--- src/rtl/breath_led_array.sv ---
// Multi-channel breathing-LED driver: one shared PWM counter, per-channel triangle duty ramps
// with staggered start phases, and per-channel off/on/breath/blink mode selection.
module breath_led_array #(
   parameter int CH          = 4,
   parameter int PWM_MAX     = 100,
   parameter int STEP_DIV    = 4,
   parameter int PHASE_EN    = 1,
   parameter int ACTIVE_HIGH = 1
) (
   input  logic            sys_clk,
   input  logic            sys_rst_n,
   input  logic [2*CH-1:0] mode,
   input  logic            pause,
   input  logic            sync,
   output logic [CH-1:0]   led,
   output logic            step_tick
);

   localparam int CW = $clog2(PWM_MAX + 1);
   localparam int DW = (STEP_DIV > 1) ? $clog2(STEP_DIV) : 1;
   localparam logic [CW-1:0] CNT_LAST = CW'(PWM_MAX - 1);
   localparam logic [CW-1:0] DUTY_MAX = CW'(PWM_MAX);
   localparam logic [CW-1:0] ONE      = CW'(1);
   localparam logic [DW-1:0] DIV_LAST = DW'(STEP_DIV - 1);
   localparam logic [DW-1:0] DIV_ONE  = DW'(1);
   localparam logic [CH-1:0] INV      = (ACTIVE_HIGH != 0) ? '0 : '1;

   // Position of channel i on the unfolded 0..2*PWM_MAX triangle.
   function automatic int phase_v(input int i);
      return (i * 2 * PWM_MAX) / CH;
   endfunction

   logic [CW-1:0] cnt_reg;
   logic [DW-1:0] div_reg;
   logic          wrap;
   logic          div_last;
   logic [CH-1:0] on_vec;

   assign wrap      = (cnt_reg == CNT_LAST);
   assign div_last  = (div_reg == DIV_LAST);
   assign step_tick = wrap & div_last & ~pause & ~sync;

   always_ff @(posedge sys_clk or negedge sys_rst_n) begin
      if (!sys_rst_n) begin
         cnt_reg <= '0;
         div_reg <= '0;
      end else if (sync) begin
         cnt_reg <= '0;
         div_reg <= '0;
      end else begin
         cnt_reg <= wrap ? '0 : cnt_reg + ONE;
         if (wrap && !pause)
            div_reg <= div_last ? '0 : div_reg + DIV_ONE;
      end
   end

   genvar gi;
   generate
      for (gi = 0; gi < CH; gi++) begin : g_ch
         localparam int            V         = phase_v(gi);
         localparam logic [CW-1:0] INIT_DUTY = (PHASE_EN == 0) ? '0 :
                                               (V <= PWM_MAX) ? CW'(V) : CW'(2 * PWM_MAX - V);
         localparam logic          INIT_UP   = (PHASE_EN == 0) || (V <= PWM_MAX);

         logic [CW-1:0] duty_reg, duty_next;
         logic          up_reg, up_next;
         logic          on_bit;

         // Every channel steps on every tick regardless of mode so the phase offsets hold.
         always_comb begin
            duty_next = duty_reg;
            up_next   = up_reg;
            if (step_tick) begin
               if (up_reg) begin
                  if (duty_reg == DUTY_MAX) begin
                     duty_next = DUTY_MAX - ONE;
                     up_next   = 1'b0;
                  end else begin
                     duty_next = duty_reg + ONE;
                  end
               end else begin
                  if (duty_reg == '0) begin
                     duty_next = ONE;
                     up_next   = 1'b1;
                  end else begin
                     duty_next = duty_reg - ONE;
                  end
               end
            end
         end

         always_ff @(posedge sys_clk or negedge sys_rst_n) begin
            if (!sys_rst_n) begin
               duty_reg <= INIT_DUTY;
               up_reg   <= INIT_UP;
            end else if (sync) begin
               duty_reg <= INIT_DUTY;
               up_reg   <= INIT_UP;
            end else begin
               duty_reg <= duty_next;
               up_reg   <= up_next;
            end
         end

         always_comb begin
            on_bit = 1'b0;
            case (mode[2*gi +: 2])
               2'b00:   on_bit = 1'b0;
               2'b01:   on_bit = 1'b1;
               2'b10:   on_bit = (cnt_reg < duty_reg);
               default: on_bit = up_reg;
            endcase
         end

         assign on_vec[gi] = on_bit;
      end
   endgenerate

   always_ff @(posedge sys_clk or negedge sys_rst_n) begin
      if (!sys_rst_n)
         led <= INV;
      else
         led <= on_vec ^ INV;
   end

endmodule

--- config.mk ---
export PLATFORM = sky130hd
export DESIGN_NAME = breath_led_array
export DESIGN_NICKNAME = d
export VERILOG_FILES = /design/src/rtl/breath_led_array.sv
export SDC_FILE = /design/constraint.sdc
export NUM_CORES = 1
export LEC_CHECK = 0
export ABC_AREA = 1
export ABC_CLOCK_PERIOD_IN_PS = 2900
export CORE_ASPECT_RATIO = 1.2
export CORE_MARGIN = 10
export CORE_UTILIZATION = 32
export CTS_CLUSTER_SIZE = 8
export DETAILED_ROUTE_END_ITERATION = 16
export SLEW_MARGIN = 20
export SYNTH_ARGS = -nofsm -noshare
export SYNTH_HDL_FRONTEND = slang
export SYNTH_SLANG_ARGS = --single-unit
--- constraint.sdc ---
create_clock -name sys_clk -period 2.9 [get_ports sys_clk]
set_clock_uncertainty 0.2 [all_clocks]
set_input_delay 0.435 -clock sys_clk [delete_from_list [all_inputs] [get_ports sys_clk]]
set_output_delay 0.435 -clock sys_clk [all_outputs]
set_load 0.01 [all_outputs]
# Yosys cells after proc, flatten, opt, wreduce, memory -nomap -nowiden
# Cells that the tools add are included.
[totals] reg_bits=45 elab_cells=105
[op_classes] order_cmp=4 n_bitwise=5 n_reduce_logical=12 n_mux=49 add_sub_neg=10 n_eq_ne=14
[ops] operator="two-way mux 7 bit" count=22
[ops] operator="adder 7 x 1 -> 7 bit, second input constant" count=5
[ops] operator="equality test 7 bit, second input constant" count=5
[ops] operator="zero test 7 bit" count=4
[ops] operator="< comparator 7 bit" count=4
[ops] operator="subtractor 7 x 1 -> 7 bit, second input constant" count=4
[ops] operator="two-way mux 1 bit" count=20
[ops] operator="case mux 1 bit (3 select lines)" count=4
[ops] operator="equality test 2 bit, second input constant" count=5
[ops] operator="equality test 2 x 1 -> 1 bit, second input constant" count=4
[ops] operator="zero test 2 bit" count=4
[ops] operator="two-way mux 2 bit" count=3
[ops] operator="nonzero test 2 bit" count=2
[ops] operator="bitwise AND 1 bit" count=3
[ops] operator="adder 2 x 1 -> 2 bit, second input constant" count=1
[ops] operator="NOT 1 bit" count=2
[ops] operator="logical AND 1 bit" count=1
[ops] operator="zero test 1 bit" count=1

# Depth between registers and ports, before layout
[depth] depth_word=6 depth_mapped=10 ltp_nobuf=10

# Worst setup path after synthesis
# OpenSTA, ideal clock, no wires.
[synth_path] kind="register to output" from="register cnt_reg[1]" to="output port step_tick" n_path_buf=1 slack_ns=1.035 path_stages_with_launch=7 arrival_time_ns=1.230 cell_sequence="dfrtp_1 ha_1 nand2_1 nor2_4 nand4_4 inv_2 buf_4"
[synth_between] elab_chain_cells=4
[synth_lines] item="start: declaration" line="33" source="logic [CW-1:0] cnt_reg;"
[synth_lines] item="start signal: assignment" line="51" source="cnt_reg <= wrap ? '0 : cnt_reg + ONE;"
[synth_lines] item="equality test 7 bit" line="39" source="assign wrap = (cnt_reg == CNT_LAST);"
[synth_lines] item="bitwise AND 1 bit (3 in a row)" line="41" source="assign step_tick = wrap & div_last & ~pause & ~sync;"
[synth_lines] item="end: declaration" line="16" source="output logic step_tick"
# No other way between the ends.

# Worst setup path in the final report
# Ends and elaborated chain as after synthesis.

==> metrics.cfg <==
[critical_path]
worstPathMaxFanout = 6
setup.worst_path.end_class = output port
r2r-start = cnt_reg[1]$_DFF_PN0_
start_kind = flip-flop
rr_worst_depth = 9
critPathArrivalTime_ns = 2.12
r2r_end = g_ch[1].duty_reg[5]$_DFFE_PN1P_
r2r_slack_ns = 0.85
required_ns = 2.27
crit_type = reg2out

[floorplan]
initial_core_util_pct = 32.9
fp-row-count = 43
die_w_um = 120
dieArea_mm2 = 0.0168
coreArea_mm2 = 0.0117
die_height_um = 140
ioPinCount = 17

[timing]
period_share_pct = 94.8
fin_crit_ns = 2.75
setup_viol = 0
tns_ns = 0
relSlewSlack_pct = 68.5
drv_slew = 0
worst_pin_slew_ns = 0.472
hold_viol_final = 0
rsz0062_at_grt = no
fmax_ghz = 0.364

[pwr]
power_frac_comb_pct = 11.1
p_int_uw = 1020
power_frac_clock_pct = 41.9
pwr_density_cell_mw_per_mm2 = 327
finalPower_uw = 1400
irDropWorstVdd_mv = 0.228
power_frac_seq_pct = 47.0
switching_share_pct = 27.0
p_sw_uw = 379
leakagePower_uw = 0.00207

[finish]
post-route-cell-area_mm2 = 0.00429
fillers = 1226
area_growth_pct = 11.7
largest_register_ffs = 28
drive_gt1_share_pct = 5.74
num_antenna_cells = 0
layout.nets = 624

[logic_synthesis]
ys_seq_area_share_pct = 29.7
netlist.area_leader.share_pct = 21.5
synth_commonest_cells = nand2_1, inv_1, nand3_1
synth.most_common_cell = nand2_1
ys.flop_type = dfrtp_1
syn_area_mm2 = 0.00384
synth_fp_nets = 609
yosys_warnings = 0
synth_top_area_cell = dfrtp_1
synth_edf_count = 0
synth_cells = 559
synthArstFlopShare_pct = 100
synth_area_leaders = dfrtp_1, nand2_1, ha_1
syn_area_per_cell_um2 = 6.87
ys_ff_latch = 45
ys_types = 30

[clock_tree]
cts_resized = 0
cts_buffer_depth = 2
clk_latency_ns = 0.29
cts_setup_buffers = 0
cts.clk_slew.worst_paths_ns = 0.07
h-tree-depth = 2
ctsRootBufferMaster = clkbuf_16
cts_tree = yes
numCtsBuffers = 5
clkSinkCount = 45

[grt]
grt_pass1_vias = 3599
track_usage_pct = 12.4
grt_pass1_wl_um = 17200
gr-max-usage-layer = met2
grt_start_max_net_pins = 28
grtUsageMet2_pct = 22.7
met1_usage_pct = 13.9
antenna_found_initial = 0
use_met3_pct = 2.09
overflow = 0

[placed_design]
place_area_mm2 = 0.00414
io_buffer_count = 16
hpwlAfterDp_um = 7500
gp_congestion = 0.931

[min_path]
min_path_cells = 1
min_to = cnt_reg[0]$_DFF_PN0_
hold_class = reg2reg
hold_start = cnt_reg[0]$_DFF_PN0_

[routing]
drtPass1Iterations = 4
first_iter_violations = 245
vias = 3688
wire_per_inst_um = 13.8
routed_wl_um = 10100
vias_per_cell = 5.04
ant_nets = 0
drcViolationCount = 0

[run_status]
status = completed

[flow_run]
timing.max_cap.violations = 0

worst max-delay path, cell delays in order (launching register included):
cell	delay, ns
dfrtp_1	0.51
ha_1	0.27
nand2_1	0.11
nor2_4	0.17
nand4_4	0.14
inv_2	0.09
clkdlybuf4s50_1	0.54
worst max-delay path by stage:
stage / start / cells after the start / slack, ns / to
5_1_grt: cnt_reg[1]$_DFF_PN0_ / 6 / 0.08 / step_tick
4_1_cts: cnt_reg[1]$_DFF_PN0_ / 6 / 0.12 / step_tick
2_1_floorplan: cnt_reg[1]$_DFF_PN0_ / 6 / 1.03 / step_tick
3_3_place_gp: pause / 5 / 0.43 / step_tick
6_report: cnt_reg[1]$_DFF_PN0_ / 6 / 0.15 / step_tick
3_5_place_dp: pause / 5 / 0.41 / step_tick
stage by stage:
step           instances  setup slack [ns]  util (%)  hold slack [ns]
2_1_floorplan        559              1.03         -          -0.0606
3_3_place_gp         723             0.430      35.4            0.227
3_5_place_dp         723             0.412      35.4            0.229
4_1_cts              732             0.124      36.7            0.289
5_1_grt              732            0.0804      36.7            0.312
6_report             732             0.150      36.7            0.288
placed cells by master (no fill, tap or decap), drive strengths merged, types with 2 or more instances in the layout:
cell           count
clkinv             2
o21ai             37
xnor2              3
nand4             21
clkdlybuf4s50     15
ha                38
nor2              59
nand3             61
dfstp             12
inv               65
dfrtp             33
a21oi             21
nor3               6
nand3b             6
clkbuf             5
xor2              16
nand2            161
buf                5
a21o               4
area by class of cell:
type	instances	area, um2	share of cell area, %
multi-input combinational	436	2370	55.2
sequential	45	1140	26.6
inverter	65	246	5.75
tap	157	196	4.58
timing repair buffer	21	195	4.55
clock buffer	5	125	2.92
clock inverter	3	17.5	0.408
kinds of logic (layout without fill, tap and decap cells):
logic type,after synthesis,in the layout,share of synthesized area (%)
and+or+nand+nor,316,316,36.4
buffers and inverters,78,94,8.61
xor gates and xnor gates,19,19,4.34
DFF,45,45,29.7
adders and majority gates,38,38,12.4
AOI/OAI and AO/OA,63,63,8.51
power by group through the flow:
| stage | logic (uW) | registers (uW) | clock network [uW] |
|---|---|---|---|
| final | 155 | 659 | 587 |
| after global routing | 179 | 660 | 628 |
| after CTS | 157 | 659 | 605 |
| after detailed placement | 155 | 670 | 0 |
| after global placement | 151 | 669 | 0 |
| after floorplan | 89.5 | 668 | 0 |
metal layers:
metal / vias to the layer above / share of wire (%)
met3: 18 / 3.2
met4: 0 / 2.0
met1: 1742 / 43
met5: - / 0
li1: 1858 / -
met2: 70 / 52
what timing repair did:
action | CTS | global route
hold buffers | 1 | 0
hold endpoints to repair | 11 | 0
setup endpoints to repair | 0 | 0
No activity file was read; power rests on OpenSTA's default activity.
